==> config.mk <==
export PLATFORM = sky130hd
export DESIGN_NAME = bus_fabric_ws
export DESIGN_NICKNAME = d
export VERILOG_FILES = /design/src/rtl/bus_pkg.sv /design/src/rtl/bus_addr_decode.sv /design/src/rtl/bus_fabric_ws.sv
export SDC_FILE = /design/constraint.sdc
export NUM_CORES = 1
export LEC_CHECK = 0
export CAP_MARGIN = 20
export CORE_UTILIZATION = 36
export DETAILED_ROUTE_END_ITERATION = 10
export GPL_TIMING_DRIVEN = 0
export PLACE_DENSITY = 0.78
export SLEW_MARGIN = 30
export SYNTH_ARGS = -nofsm -noshare
export SYNTH_HDL_FRONTEND = slang
export SYNTH_HIERARCHICAL = 1
export SYNTH_SLANG_ARGS = --single-unit
==> constraint.sdc <==
create_clock -name clk -period 3.45 [get_ports clk]
set_input_delay 1.035 -clock clk [delete_from_list [all_inputs] [get_ports clk]]
set_output_delay 1.035 -clock clk [all_outputs]
set_load 0.05 [all_outputs]
==> src/rtl/bus_pkg.sv <==
// Shared types, widths and default address map for the bus fabric.
package bus_pkg;

  typedef enum logic [1:0] {
    IDLE   = 2'd0,
    ACCESS = 2'd1,
    DONE   = 2'd2
  } bus_state_e;

  localparam int WAIT_W = 4;

  localparam logic [31:0] RAM_BASE    = 32'h0000_0000;
  localparam logic [31:0] RAM_SIZE    = 32'd1024;
  localparam logic [31:0] SCREEN_BASE = 32'h0000_0400;
  localparam logic [31:0] SCREEN_SIZE = 32'd64;
  localparam logic [31:0] BUTTON_BASE = 32'h0000_0800;
  localparam logic [31:0] BUTTON_SIZE = 32'd4;

  // Index width for n slaves; never narrower than one bit.
  function automatic int idx_w(input int n);
    return (n > 1) ? $clog2(n) : 1;
  endfunction

endpackage

==> src/rtl/bus_addr_decode.sv <==
// Combinational priority address decoder: address -> hit, slave index, window offset.
module bus_addr_decode
  import bus_pkg::*;
#(
  parameter int                           NUM_SLAVES = 4,
  parameter int                           ADDR_W     = 32,
  parameter logic [NUM_SLAVES*ADDR_W-1:0] SLV_BASE   = '0,
  parameter logic [NUM_SLAVES*ADDR_W-1:0] SLV_SIZE   = '1,
  parameter int                           IDX_W      = idx_w(NUM_SLAVES)
) (
  input  logic [ADDR_W-1:0] addr,
  output logic              hit,
  output logic [IDX_W-1:0]  idx,
  output logic [ADDR_W-1:0] offset
);

  logic [NUM_SLAVES-1:0] win_hit_s;

  // One extra bit keeps a window that ends exactly at 2^ADDR_W from wrapping.
  for (genvar g = 0; g < NUM_SLAVES; g++) begin : g_win
    logic [ADDR_W:0] lo_s;
    logic [ADDR_W:0] hi_s;
    assign lo_s         = {1'b0, SLV_BASE[g*ADDR_W +: ADDR_W]};
    assign hi_s         = lo_s + {1'b0, SLV_SIZE[g*ADDR_W +: ADDR_W]};
    assign win_hit_s[g] = ({1'b0, addr} >= lo_s) && ({1'b0, addr} < hi_s);
  end

  // Priority select: walk downwards so the lowest matching index is applied last.
  always_comb begin
    hit    = |win_hit_s;
    idx    = '0;
    offset = '0;
    for (int i = NUM_SLAVES - 1; i >= 0; i--) begin
      idx    = win_hit_s[i] ? IDX_W'(i) : idx;
      offset = win_hit_s[i] ? (addr - SLV_BASE[i*ADDR_W +: ADDR_W]) : offset;
    end
  end

endmodule

==> src/rtl/bus_fabric_ws.sv <==
// Single-master bus fabric with per-window wait states and error responses.
// Optional sticky error capture is enabled with `define BUS_ERR_LATCH_EN.
module bus_fabric_ws
  import bus_pkg::*;
#(
  parameter int                           NUM_SLAVES = 4,
  parameter int                           ADDR_W     = 32,
  parameter int                           DATA_W     = 32,
  parameter logic [NUM_SLAVES*ADDR_W-1:0] SLV_BASE   = {32'h0000_0C00, BUTTON_BASE, SCREEN_BASE, RAM_BASE},
  parameter logic [NUM_SLAVES*ADDR_W-1:0] SLV_SIZE   = {32'd16, BUTTON_SIZE, SCREEN_SIZE, RAM_SIZE},
  parameter logic [NUM_SLAVES*WAIT_W-1:0] SLV_WAIT   = {4'd3, 4'd0, 4'd1, 4'd0}
) (
  input  logic                         clk,
  input  logic                         rst_n,
  input  logic [ADDR_W-1:0]            cpu_addr,
  input  logic                         cpu_ren,
  input  logic                         cpu_wen,
  input  logic [DATA_W-1:0]            cpu_wdata,
  output logic [DATA_W-1:0]            cpu_rdata,
  output logic                         cpu_ready,
  output logic                         cpu_err,
  output logic [NUM_SLAVES-1:0]        slv_ren,
  output logic [NUM_SLAVES-1:0]        slv_wen,
  output logic [ADDR_W-1:0]            slv_addr,
  output logic [DATA_W-1:0]            slv_wdata,
  input  logic [NUM_SLAVES*DATA_W-1:0] slv_rdata,
  output logic                         err_valid,
  output logic [ADDR_W-1:0]            err_addr,
  input  logic                         err_clr
);

  localparam int IDX_W = idx_w(NUM_SLAVES);

  bus_state_e            state_r, state_s;
  logic [IDX_W-1:0]      idx_r, idx_s;
  logic [WAIT_W-1:0]     wait_r, wait_s;
  logic                  write_r, write_s;
  logic                  dec_hit_s;
  logic [IDX_W-1:0]      dec_idx_s;
  logic [ADDR_W-1:0]     dec_offset_s;
  logic [NUM_SLAVES-1:0] dec_sel_s, cur_sel_s;
  logic [NUM_SLAVES-1:0] ren_s, wen_s;
  logic [ADDR_W-1:0]     slv_addr_s;
  logic [DATA_W-1:0]     slv_wdata_s, rdata_s;
  logic                  ready_s, err_s, err_hit_s;

  bus_addr_decode #(
    .NUM_SLAVES (NUM_SLAVES),
    .ADDR_W     (ADDR_W),
    .SLV_BASE   (SLV_BASE),
    .SLV_SIZE   (SLV_SIZE),
    .IDX_W      (IDX_W)
  ) u_decode (
    .addr   (cpu_addr),
    .hit    (dec_hit_s),
    .idx    (dec_idx_s),
    .offset (dec_offset_s)
  );

  assign dec_sel_s = NUM_SLAVES'(1'b1) << dec_idx_s;
  assign cur_sel_s = NUM_SLAVES'(1'b1) << idx_r;

  // Next-state and next-output logic; strobes are computed for the following cycle.
  always_comb begin
    state_s     = state_r;
    idx_s       = idx_r;
    wait_s      = wait_r;
    write_s     = write_r;
    slv_addr_s  = slv_addr;
    slv_wdata_s = slv_wdata;
    rdata_s     = cpu_rdata;
    ren_s       = '0;
    wen_s       = '0;
    ready_s     = 1'b0;
    err_s       = 1'b0;
    err_hit_s   = 1'b0;
    case (state_r)
      IDLE: begin
        if ((cpu_ren ^ cpu_wen) && dec_hit_s) begin
          state_s     = ACCESS;
          idx_s       = dec_idx_s;
          wait_s      = SLV_WAIT[dec_idx_s*WAIT_W +: WAIT_W];
          write_s     = cpu_wen;
          slv_addr_s  = dec_offset_s;
          slv_wdata_s = cpu_wdata;
          ren_s       = cpu_ren ? dec_sel_s : '0;
          wen_s       = cpu_wen ? dec_sel_s : '0;
        end else if (cpu_ren || cpu_wen) begin
          state_s   = DONE;
          ready_s   = 1'b1;
          err_s     = 1'b1;
          rdata_s   = '0;
          err_hit_s = 1'b1;
        end else begin
          state_s = IDLE;
        end
      end
      ACCESS: begin
        if (wait_r != {WAIT_W{1'b0}}) begin
          wait_s = wait_r - WAIT_W'(1'b1);
          ren_s  = write_r ? '0 : cur_sel_s;
          wen_s  = write_r ? cur_sel_s : '0;
        end else begin
          state_s = DONE;
          ready_s = 1'b1;
          rdata_s = write_r ? '0 : slv_rdata[idx_r*DATA_W +: DATA_W];
        end
      end
      DONE: begin
        state_s = IDLE;
      end
      default: begin
        state_s = IDLE;
      end
    endcase
  end

  // FSM state register.
  always_ff @(posedge clk) begin
    if (!rst_n) begin
      state_r <= IDLE;
    end else begin
      state_r <= state_s;
    end
  end

  // Latched transaction context and registered master/slave outputs.
  always_ff @(posedge clk) begin
    if (!rst_n) begin
      idx_r     <= '0;
      wait_r    <= '0;
      write_r   <= 1'b0;
      cpu_rdata <= '0;
      cpu_ready <= 1'b0;
      cpu_err   <= 1'b0;
      slv_ren   <= '0;
      slv_wen   <= '0;
      slv_addr  <= '0;
      slv_wdata <= '0;
    end else begin
      idx_r     <= idx_s;
      wait_r    <= wait_s;
      write_r   <= write_s;
      cpu_rdata <= rdata_s;
      cpu_ready <= ready_s;
      cpu_err   <= err_s;
      slv_ren   <= ren_s;
      slv_wen   <= wen_s;
      slv_addr  <= slv_addr_s;
      slv_wdata <= slv_wdata_s;
    end
  end

`ifdef BUS_ERR_LATCH_EN
  // Sticky first-error capture; a new error outranks a simultaneous clear.
  always_ff @(posedge clk) begin
    if (!rst_n) begin
      err_valid <= 1'b0;
      err_addr  <= '0;
    end else if (err_hit_s && (!err_valid || err_clr)) begin
      err_valid <= 1'b1;
      err_addr  <= cpu_addr;
    end else if (err_clr) begin
      err_valid <= 1'b0;
      err_addr  <= '0;
    end else begin
      err_valid <= err_valid;
      err_addr  <= err_addr;
    end
  end
`else
  logic unused_err_s;
  assign unused_err_s = err_clr ^ err_hit_s;
  assign err_valid    = 1'b0;
  assign err_addr     = '0;
`endif

endmodule

==> impl_metrics.env, run 1 <==
export IMPL_die_w_um=133
export IMPL_drc=0
export IMPL_yosys_warnings=6
export IMPL_vias=6418
export IMPL_synth_edff_count=0
export IMPL_clkPwrFrac_pct=48.3
export IMPL_tns_ps=0
export IMPL_status="finished clean"
export IMPL_firstDrtPassIters=4
export IMPL_slew_violations=0
export IMPL_cts_tree="yes"
export IMPL_critPathLaunchType="input port"
export IMPL_cp_arrival_ps=3650
export IMPL_powerDensity_nw_per_um2=347
export IMPL_antenna_found_initial=2
export IMPL_end_kind="flip-flop"
export IMPL_clk_pin_slew_ps=60
export IMPL_clock_skew_ps=7.62
export IMPL_netlist_instances=717
export IMPL_ff2ff_path_depth=6
export IMPL_start_util_pct=37.0
export IMPL_rrSetupSlack_ps=1350
export IMPL_clk_insertion_delay_late_ps=420
export IMPL_setup_viol=0
export IMPL_num_rows=47
export IMPL_grt_setup_unrepaired="true"
export IMPL_hold_buffers=0
export IMPL_routed_wl_mm=21.8
export IMPL_wire_per_inst_um=16.5
export IMPL_fin_crit_ps=3360
export IMPL_peakVddDrop_uv=318
export IMPL_combPwrFrac_pct=15.2
export IMPL_p_switching_w=0.000890
export IMPL_grt_usage_pct=24.2
export IMPL_yosysTopAreaCellShare_pct=37.3
export IMPL_dieArea_sq_um=17700
export IMPL_tightest_slew_ps=869
export IMPL_p_int_w=0.00275
export IMPL_core_sq_um=16600
export IMPL_ys_ff_latch=115
export IMPL_reg2reg_from="wait_r[0]$_SDFFE_PN0P_"
export IMPL_drive_gt1_share_pct=15.7
export IMPL_ioPinCount=336
export IMPL_area_delta_synth_final_pct=70.6
export IMPL_vias_per_cell=4.87
export IMPL_hold_viol_final=0
export IMPL_async_flop_share_pct=0
export IMPL_cap_violations=0
export IMPL_max_stage_delay_ps=450
export IMPL_gp_congestion=0.888
export IMPL_crit_path_top_delay_cell="a2111o_1"
export IMPL_path_class="in -> reg"
export IMPL_synth_cell_type_count=58
export IMPL_yosys_top_cells_area="dfxtp_1, mux2i_1, nand2_1"
export IMPL_period_share_pct=97.3
export IMPL_numCtsBuffers=17
export IMPL_cp_startpoint="cpu_addr[10]"
export IMPL_port_buffers=301
export IMPL_clock_path_buffers=2
export IMPL_whs_ps=454
export IMPL_min_from="slv_addr[13]$_SDFFE_PN0P_"
export IMPL_hold_depth=2
export IMPL_synthFlopType="dfxtp_1"
export IMPL_power_leakage_nw=3.72
export IMPL_yosysMostFrequentCell="nand2_1"
export IMPL_relSlewSlack_pct=41.3
export IMPL_ys_top_cells_by_count="nand2_1, dfxtp_1, a21oi_1"
export IMPL_seqPwrFrac_pct=36.6
export IMPL_crit_fanout=10
export IMPL_yosysTopAreaCell="dfxtp_1"
export IMPL_grt_max_degree=17
export IMPL_layout_nets=1288
export IMPL_synth_area_sq_um=6160
export IMPL_grt_pass1_wl_mm=32.8
export IMPL_grt_overflow_total=0
export IMPL_hold_path_class="reg -> reg"
export IMPL_crit_chain="clkdlybuf4s15_1, inv_1, ha_1, nand4_1, o21ai_4, a2111o_1, buf_6, and2_4, a211oi_4, o21ba_4, clkbuf_16, o22ai_2"
export IMPL_max_freq_mhz=298
export IMPL_switching_share_pct=24.4
export IMPL_cts_sinks=115
export IMPL_post_synth_cell_area_avg_sq_um=8.60
export IMPL_synth_yosys_seq_area_share_pct=37.3
export IMPL_drtIter0Drc=240
export IMPL_antenna_left=0
export IMPL_grt_pass1_vias=6199
export IMPL_cts_root_buf="clkbuf_16"
export IMPL_die_h_um=133
export IMPL_cp_data_required_time_ps=3740
export IMPL_cts_max_level=4
export IMPL_hpwl_mm=16.7
==> worst max-delay path, delay by kind of cell <==
family                   cells  cell delay (ps)
AND/OR/NAND/NOR              2              350
adder cells (fa/ha/maj)      1              260
AO/OA/AOI/OAI                5             1170
buffers and inverters        4              810
==> path summary, 6_finish.rpt <==
path                                              endpoint
worst max-delay path            cpu_rdata[29]$_SDFFE_PN0P_
worst min-delay path             slv_addr[13]$_SDFFE_PN0P_
worst max register to register  cpu_rdata[29]$_SDFFE_PN0P_
worst min register to register   slv_addr[13]$_SDFFE_PN0P_
==> sequential cells by signal (all words and copies together) (netlist names), 2 cells and up <==
signal,count
cpu_rdata,32
idx_r,2
slv_addr,32
slv_ren,4
slv_wdata,32
slv_wen,4
state_r,2
wait_r,4
==> through the flow <==
| stage | instance area, sq um | util (%) | setup slack, ps | cells | power [W] |
|---|---|---|---|---|---|
| 5_1_grt | 10500 | 63.2 | -20.5 | 1316 | 0.00377 |
| 3_3_place_gp | 9600 | 57.7 | -1120 | 1278 | 0.00187 |
| 6_report | 10500 | 63.2 | 91.6 | 1317 | 0.00365 |
| 3_5_place_dp | 9610 | 57.7 | -1180 | 1278 | 0.00187 |
| 4_1_cts | 10300 | 62.0 | 20.6 | 1312 | 0.00365 |
| 2_1_floorplan | 6310 | - | 86.7 | 757 | 0.00160 |
==> layer usage <==
metal	GRT usage [%]	part of all wire, %	vias up
li1	-	-	3170
met1	26.1	39	2983
met2	43.9	52	231
met3	7.43	7.2	34
met4	9.26	2.5	0
met5	0	0	-
==> layout make-up <==
cell class                 instances  area, sq um
sequential                       115         2300
inverter                          12         47.5
timing repair buffer             306         3080
clock buffer                      21          470
multi-input combinational        532         3520
fill                            1434         6120
buffer                            97          688
antenna                            3         7.51
tap                              220          275
clock inverter                    11          129
==> power groups by stage <==
stage	combinational [W]	clock (W)	sequential, W
floorplan	0.000235	0	0.00137
global placement	0.000510	0	0.00136
detailed placement	0.000514	0	0.00136
CTS	0.000527	0.00179	0.00133
global route	0.000585	0.00186	0.00133
finish	0.000552	0.00176	0.00133
==> cell families after synthesis <==
logic type	count (synthesis)	share of synthesized area [%]
adders and majority gates	10	2.03
buffers and inverters	110	10.3
AOI/OAI and AO/OA	164	20.3
other	2	0.122
muxes	66	10.7
and+or+nand+nor	250	19.2
DFF	115	37.3
==> layout by cell type (no fill, tap or decap), types with 10 or more instances in the layout <==
cell type / instances
mux2i_1: 66
clkbuf_16: 18
a21oi_1: 67
o22ai_2: 33
clkdlybuf4s50_1: 295
o22a_1: 32
ha_1: 10
buf_6: 10
buf_4: 48
inv_1: 10
dfxtp_1: 115
clkbuf_1: 19
nor4b_1: 10
nand2_1: 173
conb_1: 42
and3_1: 11
==> timing repair <==
| action | in CTS | in global routing |
|---|---|---|
| endpoints found under the setup margin | 114 | 102 |
| setup buffers | 3 | 1 |
| pin swaps | 6 | 6 |
| endpoints found under the hold margin | 0 | 0 |
| gates cloned | 0 | 1 |
| resized for setup | 35 | 48 |
No activity file was read; power rests on OpenSTA's default activity.
==> run 2: changes to the inputs <==
--- a/config.mk
+++ b/config.mk
@@ -5,6 +5,7 @@
 export SDC_FILE = /design/constraint.sdc
 export NUM_CORES = 1
 export LEC_CHECK = 0
+export ABC_CLOCK_PERIOD_IN_PS = 3450
 export CAP_MARGIN = 20
 export CORE_UTILIZATION = 36
 export DETAILED_ROUTE_END_ITERATION = 10
==> results of run 2 <==
Same layout as run 1: the final DEF is identical, and so are final timing and power.
==> run 3: changes to the inputs <==
--- a/config.mk
+++ b/config.mk
@@ -7,6 +7,7 @@
 export LEC_CHECK = 0
 export ABC_CLOCK_PERIOD_IN_PS = 3450
 export CAP_MARGIN = 20
+export CORE_MARGIN = 1.5
 export CORE_UTILIZATION = 36
 export DETAILED_ROUTE_END_ITERATION = 10
 export GPL_TIMING_DRIVEN = 0
==> run 3 against run 2 <==
Total power rose by 0.17%. Count of clock-buffer cells in the layout up 1. Critical endpoint unchanged. Maximum frequency fell by 0.23%. Combinational power rose by 0.7%. Final area grew 0.30%. Largest cell class unchanged. Non-clock buffer count increased by 6. Via count grew 0.36%. Critical path depth stayed put. Critical path type unchanged. Sequential share of layout area shrank 0.065 points.
==> impl_metrics.env, run 3 (synthesis gave the netlist of run 1 again) <==
export IMPL_status="finished clean"
export IMPL_hold_buffers=0
export IMPL_vias=6441
export IMPL_clk_insertion_delay_late_ps=400
export IMPL_path_class="in -> reg"
export IMPL_peakVddDrop_uv=295
export IMPL_start_util_pct=37.0
export IMPL_hpwl_mm=16.8
export IMPL_grt_usage_pct=23.0
export IMPL_final_common_cell="clkdlybuf4s50_1"
export IMPL_crit_fanout=10
export IMPL_hold_path_class="reg -> reg"
export IMPL_cap_violations=0
export IMPL_max_freq_mhz=297
export IMPL_drive_gt1_share_pct=16.4
export IMPL_clk_pin_slew_ps=60
export IMPL_whs_ps=452
export IMPL_grt_pass1_vias=6057
export IMPL_critPathBufInv=4
export IMPL_drtIter0Drc=268
export IMPL_die_h_um=134
export IMPL_fin_crit_ps=3370
export IMPL_period_share_pct=97.6
export IMPL_area_delta_synth_final_pct=71.1
export IMPL_crit_path_top_delay_cell="clkdlybuf4s50_1"
export IMPL_numCtsBuffers=17
export IMPL_slew_violations=0
export IMPL_core_sq_um=16600
export IMPL_nFillCells=1403
export IMPL_hold_viol_final=0
export IMPL_vias_per_cell=4.87
export IMPL_grt_overflow_total=0
export IMPL_clock_path_buffers=2
export IMPL_clock_skew_ps=8.84
export IMPL_reg_top3="cpu_rdata: 32 flops, slv_addr: 32 flops, slv_wdata: 32 flops"
export IMPL_cts_max_level=4
export IMPL_path_delay_family="compound AO/OA/AOI/OAI gates"
export IMPL_critPathLaunchType="input port"
export IMPL_routed_wl_mm=22.1
export IMPL_num_rows=47
export IMPL_antenna_left=0
export IMPL_wire_per_inst_um=16.7
export IMPL_tns_ps=0
export IMPL_layout_nets=1295
export IMPL_relSlewSlack_pct=19.6
export IMPL_final_util_pct=63.4
export IMPL_drc=0
export IMPL_max_stage_delay_ps=460
export IMPL_die_w_um=134
export IMPL_cp_common_cell="buf_4"
export IMPL_grt_pass1_wl_mm=32.2
export IMPL_firstDrtPassIters=4
export IMPL_dieArea_sq_um=17900
export IMPL_tightest_slew_ps=1190
export IMPL_ioPinCount=336
export IMPL_cts_root_buf="clkbuf_16"
export IMPL_grt_max_degree=17
export IMPL_antenna_found_initial=2
export IMPL_cts_tree="yes"
export IMPL_power_leakage_nw=3.77
export IMPL_cp_arrival_ps=3700
export IMPL_cts_sinks=115
export IMPL_final_cell_mix="clkdlybuf4s50_1, nand2_1, dfxtp_1"
export IMPL_port_buffers=301
export IMPL_crit_chain="clkdlybuf4s50_1, nor4_4, a311o_2, nor2_2, a2111o_1, buf_6, and2_4, a211oi_4, buf_4, o21ai_2, buf_4, o22ai_2"
export IMPL_end_kind="flip-flop"
export IMPL_gp_congestion=0.871
export IMPL_setup_viol=0
export IMPL_cp_data_required_time_ps=3780
export IMPL_powerDensity_nw_per_um2=346
-- run 3: path summary, 6_finish.rpt --
| path | startpoint | to | slack (ps) | cells after the start |
|---|---|---|---|---|
| worst max-delay path | cpu_addr[14] | cpu_rdata[29]$_SDFFE_PN0P_ | 80 | 12 |
| worst min-delay path | slv_wdata[26]$_SDFFE_PN0P_ | slv_wdata[26]$_SDFFE_PN0P_ | 450 | 2 |
| worst max register to register | wait_r[0]$_SDFFE_PN0P_ | cpu_rdata[1]$_SDFFE_PN0P_ | 1120 | 6 |
| worst min register to register | slv_wdata[26]$_SDFFE_PN0P_ | slv_wdata[26]$_SDFFE_PN0P_ | 450 | 2 |
-- run 3: metal layers --
metal / up-vias / track usage, % / part of all wire, %
met1: 2961 / 25.0 / 38
met2: 269 / 41.8 / 51
met3: 27 / 7.82 / 8.6
met4: 0 / 7.43 / 2.2
met5: - / 0 / 0
li1: 3184 / - / -
-- run 3: power breakdown --
part           total (W)  switching (W)  internal (W)
clock network    0.00176       0.000613       0.00115
logic           0.000556       0.000250      0.000305
registers        0.00133     0.00000147       0.00133
total            0.00365       0.000865       0.00279
-- run 3: what timing repair did --
| item | in CTS | in global routing |
|---|---|---|
| gates resized for setup | 39 | 42 |
| buffers inserted | 2 | 7 |
| cloned | 0 | 3 |
| pin swaps | 2 | 11 |
| endpoints found under the setup margin | 114 | 100 |
-- run 3: area by class of cell --
type	instances	area (sq um)	area share (%)
Antenna cell	2	5.00	0.0474
Buffer	97	674	6.39
Clock buffer	22	494	4.68
Clock inverter	9	103	0.972
Inverter	12	45.0	0.427
Multi-Input combinational cell	533	3510	33.3
Sequential cell	115	2300	21.8
Tap cell	220	275	2.61
Timing Repair Buffer	312	3140	29.7
-- run 3: metrics by stage --
stage,worst slack [ps],power [W],instances,cell area (sq um)
6_report,83.9,0.00365,1322,10600
5_1_grt,-24.7,0.00377,1322,10600
4_1_cts,5.17,0.00364,1310,10300
3_5_place_dp,-1160,0.00187,1278,9610
3_3_place_gp,-1160,0.00187,1278,9600
2_1_floorplan,86.7,0.00160,757,6310
-- run 3: worst reg2reg max path: stages, from the launching register on --
cell and delay, ps:
dfxtp_1 300, inv_1 110, ha_1 180, nor4bb_1 1000, o21ai_4 240, clkbuf_16 250, o22ai_2 160
